**src/rtl/move_link_if.sv**
```systemverilog
`default_nettype none
// ============================================================================
//  Module      : move_link_if
//  Description : Signal bundle between move_link, game_fsm and the UART
//                tx/rx pair. The slave modport is the move_link view; the
//                master modport is the view of the surrounding logic.
//  Revision    : 1.0 - initial release
// ============================================================================
interface move_link_if;
  // game_fsm side
  logic [7:0] move_in;
  logic       move_send;
  logic       send_busy;
  logic       send_done;
  logic       link_err;
  logic [7:0] move_out;
  logic       move_valid;
  // UART side
  logic       tx_trigger;
  logic [7:0] tx_data;
  logic       rx_ready;
  logic [7:0] rx_data;

  modport slave (
    input  move_in, move_send, rx_ready, rx_data,
    output send_busy, send_done, link_err, move_out, move_valid,
           tx_trigger, tx_data
  );

  modport master (
    output move_in, move_send, rx_ready, rx_data,
    input  send_busy, send_done, link_err, move_out, move_valid,
           tx_trigger, tx_data
  );
endinterface : move_link_if
`default_nettype wire

```
**src/rtl/move_link.sv**
```systemverilog
`default_nettype none
// ============================================================================
//  Module      : move_link
//  Description : Reliable move exchange over a UART byte link. Outgoing moves
//                are sent as a sequenced header + move byte pair and resent
//                until the matching ACK arrives or retries run out. Incoming
//                packets are acknowledged, duplicates are filtered, and each
//                new move is presented as a single-cycle pulse.
//  Revision    : 1.0 - initial release
// ============================================================================
module move_link #(
  parameter int BYTE_GAP    = 70_000,
  parameter int ACK_TIMEOUT = 6_500_000,
  parameter int MAX_RETRY   = 3,
  parameter int HDR_TIMEOUT = 140_000
) (
  input  wire logic  clk_in,
  input  wire logic  rst_in,
  move_link_if.slave bus
);

  localparam int c_gap_w   = $clog2(BYTE_GAP + 1);
  localparam int c_ack_w   = $clog2(ACK_TIMEOUT + 1);
  localparam int c_hdr_w   = $clog2(HDR_TIMEOUT + 1);
  localparam int c_retry_w = (MAX_RETRY > 0) ? $clog2(MAX_RETRY + 1) : 1;

  // Upper seven bits of the two framing bytes; bit 0 carries the sequence.
  localparam logic [6:0] c_hdr_tag = 7'b1010_000;
  localparam logic [6:0] c_ack_tag = 7'b1100_000;

  typedef enum logic [2:0] {
    D_IDLE = 3'd0,
    D_HDR  = 3'd1,
    D_MOVE = 3'd2,
    D_WAIT = 3'd3,
    D_ERR  = 3'd4
  } d_state_t;

  typedef enum logic [0:0] {
    R_IDLE = 1'b0,
    R_HDR  = 1'b1
  } r_state_t;

  // --------------------------------------------------------------------------
  // State
  // --------------------------------------------------------------------------
  d_state_t               r_d_state;
  r_state_t               r_rx_state;

  logic [c_gap_w-1:0]     r_gap;
  logic                   r_tx_trigger;
  logic [7:0]             r_tx_data;

  logic                   r_ack_pend;
  logic                   r_ack_seq;

  logic                   r_tx_seq;
  logic [7:0]             r_move_buf;
  logic [c_retry_w-1:0]   r_retry;
  logic [c_ack_w-1:0]     r_ack_timer;
  logic                   r_send_busy;
  logic                   r_send_done;
  logic                   r_link_err;

  logic                   r_hdr_seq;
  logic                   r_rx_expect;
  logic [c_hdr_w-1:0]     r_hdr_timer;
  logic [7:0]             r_move_out;
  logic                   r_move_valid;

  // --------------------------------------------------------------------------
  // Combinational decode
  // --------------------------------------------------------------------------
  logic       w_slot_free;
  logic       w_rx_is_hdr;
  logic       w_rx_is_ack;
  logic       w_ack_match;
  logic       w_pkt_done;
  logic       w_ack_issue;
  logic       w_data_req;
  logic [7:0] w_data_byte;
  logic       w_data_go;

  // tx_trigger is registered, so the issue decision is taken one cycle ahead
  // of the trigger. Treating a count of 1 as free keeps consecutive triggers
  // exactly BYTE_GAP cycles apart while the counter still loads BYTE_GAP.
  assign w_slot_free = (r_gap <= c_gap_w'(1));

  assign w_rx_is_hdr = bus.rx_ready && (r_rx_state == R_IDLE) &&
                       (bus.rx_data[7:1] == c_hdr_tag);
  assign w_rx_is_ack = bus.rx_ready && (r_rx_state == R_IDLE) &&
                       (bus.rx_data[7:1] == c_ack_tag);
  assign w_ack_match = w_rx_is_ack && (bus.rx_data[0] == r_tx_seq);

  // Any byte while a header is outstanding is the move byte, whatever value.
  assign w_pkt_done  = bus.rx_ready && (r_rx_state == R_HDR);

  assign w_ack_issue = r_ack_pend && w_slot_free;
  assign w_data_go   = w_data_req && w_slot_free && !r_ack_pend;

  // Byte the data FSM wants to put on the wire in its current state
  always_comb begin
    w_data_req  = 1'b0;
    w_data_byte = 8'h00;
    case (r_d_state)
      D_IDLE: begin
        // Lets the header go out in the same cycle the request is accepted.
        w_data_req  = bus.move_send;
        w_data_byte = {c_hdr_tag, r_tx_seq};
      end
      D_HDR: begin
        w_data_req  = 1'b1;
        w_data_byte = {c_hdr_tag, r_tx_seq};
      end
      D_MOVE: begin
        w_data_req  = 1'b1;
        w_data_byte = r_move_buf;
      end
      default: begin
        w_data_req  = 1'b0;
        w_data_byte = 8'h00;
      end
    endcase
  end

  // Tx byte slot: at most one trigger per gap, pending ACK ahead of data
  always_ff @(posedge clk_in or negedge rst_in) begin
    if (!rst_in) begin
      r_tx_trigger <= 1'b0;
      r_tx_data    <= 8'h00;
      r_gap        <= '0;
    end else begin
      r_tx_trigger <= 1'b0;
      if (w_ack_issue) begin
        r_tx_trigger <= 1'b1;
        r_tx_data    <= {c_ack_tag, r_ack_seq};
        r_gap        <= c_gap_w'(BYTE_GAP);
      end else if (w_data_go) begin
        r_tx_trigger <= 1'b1;
        r_tx_data    <= w_data_byte;
        r_gap        <= c_gap_w'(BYTE_GAP);
      end else if (r_gap != '0) begin
        r_gap <= r_gap - c_gap_w'(1);
      end
    end
  end

  // ACK request: set by every completed packet, latest sequence wins
  always_ff @(posedge clk_in or negedge rst_in) begin
    if (!rst_in) begin
      r_ack_pend <= 1'b0;
      r_ack_seq  <= 1'b0;
    end else begin
      if (w_ack_issue) begin
        r_ack_pend <= 1'b0;
      end
      // A packet finishing in the same cycle as an ACK leaves re-arms it.
      if (w_pkt_done) begin
        r_ack_pend <= 1'b1;
        r_ack_seq  <= r_hdr_seq;
      end
    end
  end

  // Data FSM: send header + move, wait for ACK, retry, give up
  always_ff @(posedge clk_in or negedge rst_in) begin
    if (!rst_in) begin
      r_d_state   <= D_IDLE;
      r_tx_seq    <= 1'b0;
      r_move_buf  <= 8'h00;
      r_retry     <= '0;
      r_ack_timer <= '0;
      r_send_busy <= 1'b0;
      r_send_done <= 1'b0;
      r_link_err  <= 1'b0;
    end else begin
      r_send_done <= 1'b0;
      case (r_d_state)
        D_IDLE: begin
          if (bus.move_send) begin
            r_move_buf  <= bus.move_in;
            r_retry     <= '0;
            r_send_busy <= 1'b1;
            r_d_state   <= w_data_go ? D_MOVE : D_HDR;
          end
        end
        D_HDR: begin
          if (w_data_go) begin
            r_d_state <= D_MOVE;
          end
        end
        D_MOVE: begin
          if (w_data_go) begin
            r_ack_timer <= '0;
            r_d_state   <= D_WAIT;
          end
        end
        D_WAIT: begin
          if (w_ack_match) begin
            r_send_done <= 1'b1;
            r_tx_seq    <= ~r_tx_seq;
            r_send_busy <= 1'b0;
            r_d_state   <= D_IDLE;
          end else if (w_slot_free) begin
            // The timer only runs once the move byte's gap has elapsed.
            if (r_ack_timer == c_ack_w'(ACK_TIMEOUT - 1)) begin
              r_ack_timer <= '0;
              if (r_retry == c_retry_w'(MAX_RETRY)) begin
                r_send_busy <= 1'b0;
                r_link_err  <= 1'b1;
                r_d_state   <= D_ERR;
              end else begin
                r_retry   <= r_retry + c_retry_w'(1);
                r_d_state <= D_HDR;
              end
            end else begin
              r_ack_timer <= r_ack_timer + c_ack_w'(1);
            end
          end
        end
        D_ERR: begin
          r_send_busy <= 1'b0;
          r_link_err  <= 1'b1;
        end
        default: begin
          r_d_state <= D_IDLE;
        end
      endcase
    end
  end

  // Rx FSM: parse header + move, filter duplicates, time out a lone header
  always_ff @(posedge clk_in or negedge rst_in) begin
    if (!rst_in) begin
      r_rx_state   <= R_IDLE;
      r_hdr_seq    <= 1'b0;
      r_rx_expect  <= 1'b0;
      r_hdr_timer  <= '0;
      r_move_out   <= 8'h00;
      r_move_valid <= 1'b0;
    end else begin
      r_move_valid <= 1'b0;
      case (r_rx_state)
        R_IDLE: begin
          r_hdr_timer <= '0;
          if (w_rx_is_hdr) begin
            r_hdr_seq  <= bus.rx_data[0];
            r_rx_state <= R_HDR;
          end
        end
        R_HDR: begin
          if (bus.rx_ready) begin
            if (r_hdr_seq == r_rx_expect) begin
              r_move_out   <= bus.rx_data;
              r_move_valid <= 1'b1;
              r_rx_expect  <= ~r_rx_expect;
            end
            r_rx_state <= R_IDLE;
          end else if (r_hdr_timer == c_hdr_w'(HDR_TIMEOUT - 1)) begin
            r_rx_state <= R_IDLE;
          end else begin
            r_hdr_timer <= r_hdr_timer + c_hdr_w'(1);
          end
        end
        default: begin
          r_rx_state <= R_IDLE;
        end
      endcase
    end
  end

  // --------------------------------------------------------------------------
  // Outputs (all registered)
  // --------------------------------------------------------------------------
  assign bus.send_busy  = r_send_busy;
  assign bus.send_done  = r_send_done;
  assign bus.link_err   = r_link_err;
  assign bus.tx_trigger = r_tx_trigger;
  assign bus.tx_data    = r_tx_data;
  assign bus.move_out   = r_move_out;
  assign bus.move_valid = r_move_valid;

endmodule : move_link
`default_nettype wire

```
**src/flat_wrapper.sv**
```systemverilog
// flat-port wrapper written by rule: the top's interface ports become plain ports
module move_link_flat 
#(
  parameter int BYTE_GAP    = 70_000,
  parameter int ACK_TIMEOUT = 6_500_000,
  parameter int MAX_RETRY   = 3,
  parameter int HDR_TIMEOUT = 140_000
)
  (clk_in, rst_in, bus_move_in, bus_move_send, bus_rx_ready, bus_rx_data, bus_send_busy, bus_send_done, bus_link_err, bus_move_out, bus_move_valid, bus_tx_trigger, bus_tx_data);
  move_link_if bus_i ();
  input  wire logic clk_in;
  input  wire logic rst_in;
  input wire logic [$bits(bus_i.move_in)-1:0] bus_move_in;
  input wire logic [$bits(bus_i.move_send)-1:0] bus_move_send;
  input wire logic [$bits(bus_i.rx_ready)-1:0] bus_rx_ready;
  input wire logic [$bits(bus_i.rx_data)-1:0] bus_rx_data;
  output wire logic [$bits(bus_i.send_busy)-1:0] bus_send_busy;
  output wire logic [$bits(bus_i.send_done)-1:0] bus_send_done;
  output wire logic [$bits(bus_i.link_err)-1:0] bus_link_err;
  output wire logic [$bits(bus_i.move_out)-1:0] bus_move_out;
  output wire logic [$bits(bus_i.move_valid)-1:0] bus_move_valid;
  output wire logic [$bits(bus_i.tx_trigger)-1:0] bus_tx_trigger;
  output wire logic [$bits(bus_i.tx_data)-1:0] bus_tx_data;
  assign bus_i.move_in = bus_move_in;
  assign bus_i.move_send = bus_move_send;
  assign bus_i.rx_ready = bus_rx_ready;
  assign bus_i.rx_data = bus_rx_data;
  assign bus_send_busy = bus_i.send_busy;
  assign bus_send_done = bus_i.send_done;
  assign bus_link_err = bus_i.link_err;
  assign bus_move_out = bus_i.move_out;
  assign bus_move_valid = bus_i.move_valid;
  assign bus_tx_trigger = bus_i.tx_trigger;
  assign bus_tx_data = bus_i.tx_data;
  move_link #(.BYTE_GAP(BYTE_GAP), .ACK_TIMEOUT(ACK_TIMEOUT), .MAX_RETRY(MAX_RETRY), .HDR_TIMEOUT(HDR_TIMEOUT)) u_core (.clk_in(clk_in), .rst_in(rst_in), .bus(bus_i));
endmodule
```
**config.mk**
```make
export PLATFORM = sky130hd
export DESIGN_NAME = move_link_flat
export DESIGN_NICKNAME = d
export VERILOG_FILES = /design/src/rtl/move_link_if.sv /design/src/rtl/move_link.sv /design/src/flat_wrapper.sv
export SDC_FILE = /design/constraint.sdc
export NUM_CORES = 1
export LEC_CHECK = 0
export ABC_AREA = 1
export BUFFER_PORTS_ARGS = -buffer_cell sky130_fd_sc_hd__buf_2
export CAP_MARGIN = 40
export CORE_ASPECT_RATIO = 1.1
export CORE_MARGIN = 2
export CORE_UTILIZATION = 43
export DETAILED_ROUTE_END_ITERATION = 8
export GPL_TIMING_DRIVEN = 0
export MAX_ROUTING_LAYER = met4
export SLEW_MARGIN = 10
export SYNTH_ARGS = -nofsm -noshare
export SYNTH_HDL_FRONTEND = slang
export SYNTH_SLANG_ARGS = --single-unit
export TNS_END_PERCENT = 10
```
**constraint.sdc**
```tcl
create_clock -name clk_in -period 4.1 [get_ports clk_in]
set_clock_uncertainty 0.1 [all_clocks]
set_input_delay 1.025 -clock clk_in [delete_from_list [all_inputs] [get_ports clk_in]]
set_output_delay 1.025 -clock clk_in [all_outputs]
set_load 0.02 [all_outputs]
```
==> results of run 1 <==
[worst max-delay path by stage]
| stage | startpoint | end | slack [ns] | depth (start not counted) |
|---|---|---|---|---|
| 3_3_place_gp | rst_in | u_core.r_ack_timer[11]$_DFFE_PN0P_ | 0.85 | 1 |
| 2_1_floorplan | bus_rx_data[4] | u_core.r_ack_timer[17]$_DFFE_PN0P_ | 1.86 | 11 |
| 4_1_cts | u_core.r_ack_timer[0]$_DFFE_PN0P_ | u_core.r_ack_timer[7]$_DFFE_PN0P_ | 1.72 | 9 |
| 5_1_grt | u_core.r_ack_timer[0]$_DFFE_PN0P_ | u_core.r_ack_timer[9]$_DFFE_PN0P_ | 1.50 | 11 |
| 3_5_place_dp | bus_rx_data[2] | u_core.r_ack_timer[17]$_DFFE_PN0P_ | 1.40 | 12 |
| 6_report | u_core.r_ack_timer[0]$_DFFE_PN0P_ | u_core.r_ack_timer[7]$_DFFE_PN0P_ | 1.72 | 9 |
[cell type report]
type | count | area (µm²)
Clock buffer | 10 | 239
Timing Repair Buffer | 41 | 230
Clock inverter | 6 | 95.1
Buffer | 16 | 98.8
Fill cell | 1247 | 6290
Multi-Input combinational cell | 554 | 2770
Tap cell | 157 | 196
Inverter | 87 | 333
Sequential cell | 98 | 2450
[critical path: stages, from the launching register on]
cell	delay [ns]
dfrtp_1	0.47
ha_1	0.28
nand2_1	0.12
nor2_1	0.08
inv_1	0.12
nor2_1	0.06
nand3_1	0.18
clkbuf_1	0.49
nand4_1	0.23
o21ai_2	0.18
[power by group]
group | internal, W | leakage [nW] | switching, W
clock network | 0.000560 | 0.164 | 0.000405
registers | 0.00103 | 1.27 | 0.0000333
logic | 0.0000689 | 1.67 | 0.000147
[cell families (layout without fill, tap and decap cells)]
group | Yosys count | after routing
buffers and inverters | 103 | 160
xor gates and xnor gates | 28 | 28
AOI/OAI and AO/OA | 78 | 78
adders and majority gates | 6 | 6
DFF | 98 | 98
and+or+nand+nor | 442 | 442
[stage by stage]
stage	setup slack (ns)	total power, W	util, %	area (µm²)
after floorplan	1.86	0.00121	-	5650
after global placement	0.847	0.00129	47.6	6050
after detailed placement	1.40	0.00130	47.9	6080
after CTS	1.72	0.00226	50.5	6410
after global routing	1.50	0.00235	50.5	6410
final	1.72	0.00224	50.5	6410
[registers in the layout, indices dropped and copies added, names as in the netlist, 2 cells and up]
name / count
u_core.bus.tx_data: 8
u_core.r_move_buf: 8
u_core.r_hdr_timer: 18
u_core.r_gap: 17
u_core.bus.move_out: 8
u_core.r_ack_timer: 23
u_core.r_retry: 2
u_core.r_d_state: 3
[routing by layer]
layer / vias up / part of all wire [%] / track usage (%)
met4: 0 / 2.1 / 7.82
li1: 2534 / - / -
met2: 80 / 49 / 33.4
met3: 24 / 2.6 / 3.36
met1: 2361 / 46 / 27.0
met5: - / 0 / -
[layout by cell type (no fill, tap or decap), types with 2 or more instances in the layout]
| cell | instances |
|---|---|
| o211ai_1 | 4 |
| nor2_2 | 6 |
| a21oi_1 | 10 |
| nor3_1 | 11 |
| a22oi_1 | 2 |
| buf_6 | 4 |
| nor2_1 | 98 |
| o211ai_2 | 3 |
| ha_1 | 6 |
| inv_2 | 5 |
| o21ai_0 | 35 |
| nor4_1 | 4 |
| dfrtp_1 | 98 |
| xnor2_1 | 4 |
| nand4_1 | 29 |
| a211oi_1 | 3 |
| or2_2 | 5 |
| xor2_1 | 24 |
| buf_4 | 2 |
| bufinv_16 | 2 |
| inv_1 | 78 |
| buf_2 | 43 |
| inv_6 | 3 |
| nand3_2 | 2 |
| nand2_2 | 10 |
| nand3b_1 | 6 |
| inv_4 | 2 |
| clkbuf_1 | 6 |
| o21ai_2 | 13 |
| nand2_4 | 3 |
| nand3_1 | 52 |
| nand2_1 | 212 |
| o21ai_1 | 7 |
| clkbuf_16 | 9 |
==> flow_metrics.tcl, run 1 <==
set metrics [dict create \
    cts_setup_buffers 0 \
    antenna_cells 0 \
    finalNetCount 833 \
    overflow 0 \
    rows 43 \
    hold_viol_final 0 \
    synth.distinct_cells 39 \
    synth_most_common_cell "nand2_1" \
    ys_ff_latch 98 \
    period_minus_slack_ns 2.38 \
    period_share_pct 58.1 \
    syn_nets 781 \
    clockRootBuffer "clkbuf_16" \
    synth.largest_area_cell "dfrtp_1" \
    crit_fanout 10 \
    drive_gt1_share_pct 14.5 \
    rr_worst_depth 9 \
    clk_path_buf_depth 2 \
    dr.pass1.iters 5 \
    yosys-top-cells-area "dfrtp_1 (43%), nand2_1 (14%), nor2_1 (6.5%), inv_1 (5.2%), nand3_1 (4.6%)" \
    p_per_area_nw_per_um2 349 \
    hold_start "u_core.bus.link_err$_DFFE_PN0P_" \
    wirelength_um 13600 \
    cts_made_buffers 9 \
    grt_pass1_vias 4875 \
    synth_area_um2 5650 \
    clock_sinks 98 \
    synth_ff_type "dfrtp_1" \
    grt_max_degree 59 \
    io_pins 41 \
    async_reset_ff_share_pct 100 \
    yosys.area_share.simple_pct 34.7 \
    finalMaxSlewViolations 0 \
    synth.top_cells.by_count "nand2_1 (212), dfrtp_1 (98), nor2_1 (98), inv_1 (78), nand3_1 (52)" \
    vias_per_cell 5.16 \
    grt_pass1_wl_um 23300 \
    fin_tns_setup_ns 0 \
    max_slew_margin_pct 60.8 \
    clk_pin_slew_ns 0.07 \
    die_area_um2 14100 \
    cap_violations 0 \
    rsz0062_at_grt "false" \
    cts_tree "yes" \
    grt_antenna_before_repair 0 \
    syn2layout_area_growth_pct 13.5 \
    min_to "u_core.bus.link_err$_DFFE_PN0P_" \
    hp-class "reg2reg" \
    synthAdderAreaFrac_pct 1.33 \
    dp.cells 953 \
    r2r_setup_slack_ns 1.72 \
    die_w_um 113 \
    drc 0 \
    finalSetupViolations 0 \
    antenna_left 0 \
    io_buffers 40 \
    hold_buffers 0 \
    clock.fmax_ghz 0.420 \
    htreeDepth 3 \
    max-vdd-ir-drop_uv 157 \
    yosysSeqAreaShare_pct 43.4 \
    die_h_um 124 \
    initial_utilization_pct 44.5 \
    start_kind "register" \
    cp.required_ns 4.29 \
    critical_path_class "reg2reg" \
    yosysWarnings 0 \
    tightest_slew_ns 0.588 \
    dpl.hpwl_um 10300 \
    end_kind "register" \
    gp_congestion 0.917 \
    drt-initial-drc-count 313 \
    arrival_ns 2.58 \
    status "finished clean" \
    route.vias.total 4999 \
    clk_latency_ns 0.36 \
    fin_cells 969 \
    reg2reg_to "u_core.r_ack_timer[7]$_DFFE_PN0P_" \
    r2r-start "u_core.r_ack_timer[0]$_DFFE_PN0P_" \
    holdWs_ns 0.374 \
    total_leakage_power_nw 3.10 \
    wl_per_cell_um 14.1 \
    synth_area_per_cell_um2 7.48 \
    synth_xor_area_share_pct 4.34 \
    synth-compound-area-share_pct 8.62 \
    syn_inst 755 \
    holdPathStages 1 \
    cts_resized 0 \
    synth_top_area_share_pct 43.4 \
    grt_usage_pct 21.0 \
    synth_top_family_by_area "simple AND/OR/NAND/NOR gates" \
    synth_edf_count 0 \
    core_area_um2 12700 \
    synth_mux_area_share_pct 0 \
]
(Power assumes the default switching activity.)
==> inputs of run 2 (changes only) <==
- clock period: 4.1 -> 2.2 ns (I/O delays scaled with it)
==> run 2 against run 1 <==
Compared with the run above:
- critical path depth increased by 2
- sequential power grew 86%
- sequential share of layout area fell by 0.49 points
- critical path type unchanged
- die area is the same
- combinational power is 89% higher
- highest routed layer unchanged
- register-to-register slack worse by 1.5 ns
==> flow_metrics.tcl, run 2 (synthesized netlist as in run 1, its figures left out) <==
set metrics [dict create \
    pre_cts_slack_ns -0.158 \
    cts_tree "yes" \
    antenna_left 0 \
    drc 0 \
    setup_ws_ns 0.180 \
    die_area_um2 14100 \
    max_slew_margin_pct 62.7 \
    syn2layout_area_growth_pct 15.1 \
    max-vdd-ir-drop_uv 290 \
    p_total_w 0.00418 \
    critical-path-max-stage-delay_ns 0.43 \
    path_cells "ha_2 -> nand2_1 -> nor2_2 -> inv_1 -> nor2_1 -> nand3_2 -> clkbuf_4 -> nand3b_1 -> nor2_1 -> nand2_1 -> nand2_1" \
    clock.fmax_ghz 0.495 \
    vias_per_cell 5.16 \
    grt_usage_pct 21.0 \
    wirelength_um 13800 \
    fillers 1240 \
    hp-class "in2async" \
    dpl.hpwl_um 10300 \
    total_leakage_power_nw 3.12 \
    die_h_um 124 \
    clk_latency_ns 0.36 \
    p_per_area_nw_per_um2 643 \
    clockRootBuffer "clkbuf_16" \
    clk_path_buf_depth 2 \
    grt_max_degree 59 \
    final_common_cell "nand2_1" \
    antenna_cells 0 \
    cap_violations 0 \
    initial_utilization_pct 44.5 \
    wl_per_cell_um 14.1 \
    finalSetupViolations 0 \
    htreeDepth 3 \
    core_area_um2 12700 \
    gp_congestion 0.917 \
    period_share_pct 91.8 \
    finalNetCount 836 \
    crit_fanout 10 \
    layout_common_cells "nand2_1 (210), dfrtp_1 (96), nor2_1 (95), inv_1 (78), nand3_1 (51)" \
    drive_gt1_share_pct 16.4 \
    clk_pin_slew_ns 0.07 \
    io_buffers 40 \
    io_pins 41 \
    top_regs "u_core.r_ack_timer x23, u_core.r_hdr_timer x18, u_core.r_gap x17" \
    rows 43 \
    route.vias.total 5012 \
    end_kind "register" \
    cp_common_cell "nand2_1" \
    hold_viol_final 0 \
    grt_antenna_before_repair 0 \
    crit_slowest_cell "dfrtp_2" \
    status "finished clean" \
    largest_register_ffs 23 \
    path_buf_inv 2 \
    hold_buffers 0 \
    start_kind "register" \
    period_minus_slack_ns 2.02 \
    drt-initial-drc-count 304 \
    tightest_slew_ns 0.559 \
    die_w_um 113 \
    grt_pass1_wl_um 23400 \
    cp.required_ns 2.34 \
    grt_pass1_vias 4886 \
    dr.pass1.iters 5 \
    cts_made_buffers 9 \
    crit_family "simple AND/OR/NAND/NOR gates" \
    critical_path_class "reg2reg" \
    fin_tns_setup_ns 0 \
    holdWs_ns 0.0749 \
    clock_sinks 98 \
    arrival_ns 2.16 \
    overflow 0 \
    post-route-util_pct 51.2 \
    finalMaxSlewViolations 0 \
    regMostFlops "u_core.r_ack_timer" \
]
## run 2: final cells by class
type | count | area, µm² | share of cell area [%]
multi-input cells | 554 | 2820 | 43.4
clock inverters | 6 | 95.1 | 1.46
clock buffers | 10 | 239 | 3.68
plain buffers | 16 | 103 | 1.58
repair buffers | 44 | 253 | 3.89
flip-flops and latches | 98 | 2450 | 37.8
well taps | 157 | 196 | 3.02
inverters | 87 | 338 | 5.20
## run 2: routing by layer
layer	GRT usage, %	routed length [µm]
met1	27.0	6270
met2	33.6	6810
met3	3.36	385
met4	7.82	286
met5	-	0
## run 2: repair_timing
item / CTS / global route
gates resized for setup: 5 / 16
endpoints found under the setup margin: 28 / 36
setup buffers: 0 / 3
## run 2: path summary, 6_finish.rpt
check | startpoint | endpoint | slack, ns | cells after the start
max reg2reg | u_core.r_ack_timer[0]$_DFFE_PN0P_ | u_core.r_ack_timer[9]$_DFFE_PN0P_ | 0.18 | 11
min reg2reg | u_core.bus.link_err$_DFFE_PN0P_ | u_core.bus.link_err$_DFFE_PN0P_ | 0.37 | 1
max | u_core.r_ack_timer[0]$_DFFE_PN0P_ | u_core.r_ack_timer[9]$_DFFE_PN0P_ | 0.18 | 11
min in group clk_in | bus_move_in[0] | u_core.r_move_buf[0]$_DFFE_PN0P_ | 0.29 | 3
min | rst_in | u_core.r_gap[14]$_DFFE_PN0P_ | 0.07 | 1
max in group asynchronous | rst_in | u_core.r_hdr_timer[0]$_DFFE_PN0P_ | 1.23 | 2
## run 2: stage by stage
stage | std cells | cell area, µm²
3_5_place_dp | 953 | 6080
2_1_floorplan | 755 | 5650
4_1_cts | 969 | 6420
3_3_place_gp | 952 | 6050
5_1_grt | 972 | 6500
6_report | 972 | 6500
## run 2: power by group
part	total, W	switching, W	internal (W)
clock	0.00180	0.000755	0.00104
combinational	0.000408	0.000278	0.000131
sequential	0.00197	0.0000611	0.00191
total	0.00418	0.00109	0.00309
==> inputs of run 3 (changes only) <==
- REMOVE_ABC_BUFFERS: default -> 1
==> run 3 against run 2 <==
Compared with the run above:
- clock-buffer cell count is 1 lower
- power is 6.3% lower
- worst setup slack worse by 0.0083 ns
- global-route usage is 1.6 points lower
- critical path depth stayed put
- sequential power hardly changed
- hold slack worse by 0.0063 ns
- cell count is 1.6% lower
- die area stayed put
- sequential share of layout area is 0.77 points higher
- via count is 1.2% lower
- maximum frequency is 0.41% lower
- largest power group unchanged
==> flow_metrics.tcl, run 3 (synthesized netlist as in run 1, its figures left out) <==
set metrics [dict create \
    status "finished clean" \
    io_buffers 40 \
    drt-initial-drc-count 388 \
    hp-class "in2async" \
    dr.pass1.iters 5 \
    cap_violations 0 \
    wirelength_um 13000 \
    clock_sinks 98 \
    grt_antenna_before_repair 0 \
    core_area_um2 12700 \
    initial_utilization_pct 44.5 \
    clk_pin_slew_ns 0.07 \
    cts_tree "yes" \
    vias_per_cell 5.18 \
    cts_made_buffers 9 \
    largest_register_ffs 23 \
    wl_per_cell_um 13.6 \
    rr_worst_depth 11 \
    critical_path_class "reg2reg" \
    overflow 0 \
    drc 0 \
    hold_viol_final 0 \
    gp_congestion 0.919 \
    period_share_pct 92.2 \
    finalMaxSlewViolations 0 \
    clk_path_buf_depth 2 \
    total_leakage_power_nw 3.04 \
    setup_ws_ns 0.171 \
    route.vias.total 4951 \
    crit_fanout 17 \
    period_minus_slack_ns 2.03 \
    die_area_um2 14100 \
    layout_common_cells "nand2_1 (210), dfrtp_1 (97), nor2_1 (96), inv_1 (77), nand3_1 (51)" \
    regMostFlops "u_core.r_ack_timer" \
    clk_latency_ns 0.35 \
    grt_pass1_wl_um 21900 \
    top_regs "u_core.r_ack_timer x23, u_core.r_hdr_timer x18, u_core.r_gap x17" \
    max-vdd-ir-drop_uv 347 \
    syn2layout_area_growth_pct 12.7 \
    die_w_um 113 \
    cp.required_ns 2.37 \
    end_kind "register" \
    rows 43 \
    htreeDepth 3 \
    die_h_um 124 \
    clock.fmax_ghz 0.493 \
    arrival_ns 2.20 \
    tightest_slew_ns 0.518 \
    io_pins 41 \
    p_per_area_nw_per_um2 615 \
    antenna_cells 0 \
    grt_max_degree 61 \
    grt_usage_pct 19.4 \
    max_slew_margin_pct 65.4 \
    final_common_cell "nand2_1" \
    holdWs_ns 0.0686 \
    grt_pass1_vias 4688 \
    hold_buffers 0 \
    drive_gt1_share_pct 15.3 \
    antenna_left 0 \
    finalSetupViolations 0 \
    start_kind "register" \
    clockRootBuffer "clkbuf_16" \
    finalNetCount 820 \
    pre_cts_slack_ns -0.406 \
    dpl.hpwl_um 9110 \
]
## run 3: changes by cell type in the layout (fill, tap and decap cells not counted), moves of 2 or more
cell	delta
buf_1	-2
inv_6	-2
inv_8	+4
nand2_4	+4
clkinvlp_4	+2
buf_4	-2
nand2_2	-3
bufinv_16	-2
buf_6	-4
clkbuf_1	-4
buf_2	-4
## run 3: metrics by stage
step | utilization, % | cells | total power (W) | setup TNS (ns) | instance area [µm²]
2_1_floorplan | - | 739 | 0.00225 | 0 | 5550
3_3_place_gp | 46.8 | 936 | 0.00239 | -66.82 | 5950
3_5_place_dp | 47.1 | 937 | 0.00241 | -11.43 | 5980
4_1_cts | 49.7 | 954 | 0.00395 | 0 | 6310
5_1_grt | 50.1 | 956 | 0.00411 | -0.00273 | 6370
6_report | 50.1 | 956 | 0.00392 | 0 | 6370
## run 3: final timing paths
kind / start / end / slack (ns)
setup / recovery: u_core.r_gap[3]$_DFFE_PN0P_ / u_core.r_ack_timer[5]$_DFFE_PN0P_ / 0.17
hold reg to reg: u_core.bus.link_err$_DFFE_PN0P_ / u_core.bus.link_err$_DFFE_PN0P_ / 0.37
min in group clk_in: bus_move_in[0] / u_core.r_move_buf[0]$_DFFE_PN0P_ / 0.29
setup reg to reg: u_core.r_gap[3]$_DFFE_PN0P_ / u_core.r_ack_timer[5]$_DFFE_PN0P_ / 0.17
max in group asynchronous: rst_in / u_core.r_ack_timer[0]$_DFFE_PN0P_ / 1.25
hold / removal: rst_in / u_core.r_gap[11]$_DFFE_PN0P_ / 0.07
## run 3: where the power goes
| part | switching [W] | internal (W) | total, W |
|---|---|---|---|
| logic | 0.000271 | 0.000128 | 0.000398 |
| clock network | 0.000758 | 0.000790 | 0.00155 |
| registers | 0.0000589 | 0.00191 | 0.00197 |
## run 3: per-layer routing
layer,wire length (µm),track usage [%],vias to the layer above
met2,6480,31.2,76
met5,0,-,-
met4,158,6.10,0
li1,-,-,2516
met1,6010,25.1,2348
met3,338,3.12,11
## run 3: cell type report
type                       instances  area (µm²)
fill                            1256        6330
clock inverter                     7        61.3
timing repair buffer              43         245
sequential                        98        2450
tap                              157         196
multi-input combinational        555        2830
inverter                          87         353
clock buffer                       9         225
## run 3: repair_timing
| item | 4_1_cts | 5_1_grt |
|---|---|---|
| pin swaps | 1 | 3 |
| cloned | 0 | 1 |
| hold endpoints to repair | 0 | 0 |
| setup endpoints to repair | 48 | 43 |
| gates resized for setup | 10 | 11 |
| buffers inserted | 1 | 1 |
## run 3: worst max-delay path, stage by stage, from the launching register on
cell     delay (ns)
dfrtp_1        0.43
nor2_2         0.14
nand2_1        0.11
nor2_4         0.17
nand3_2        0.17
nand2_4        0.14
nand3_4        0.13
nand2_4        0.15
nand2_8        0.13
inv_8          0.13
nand2_1        0.06
o21ai_1        0.07
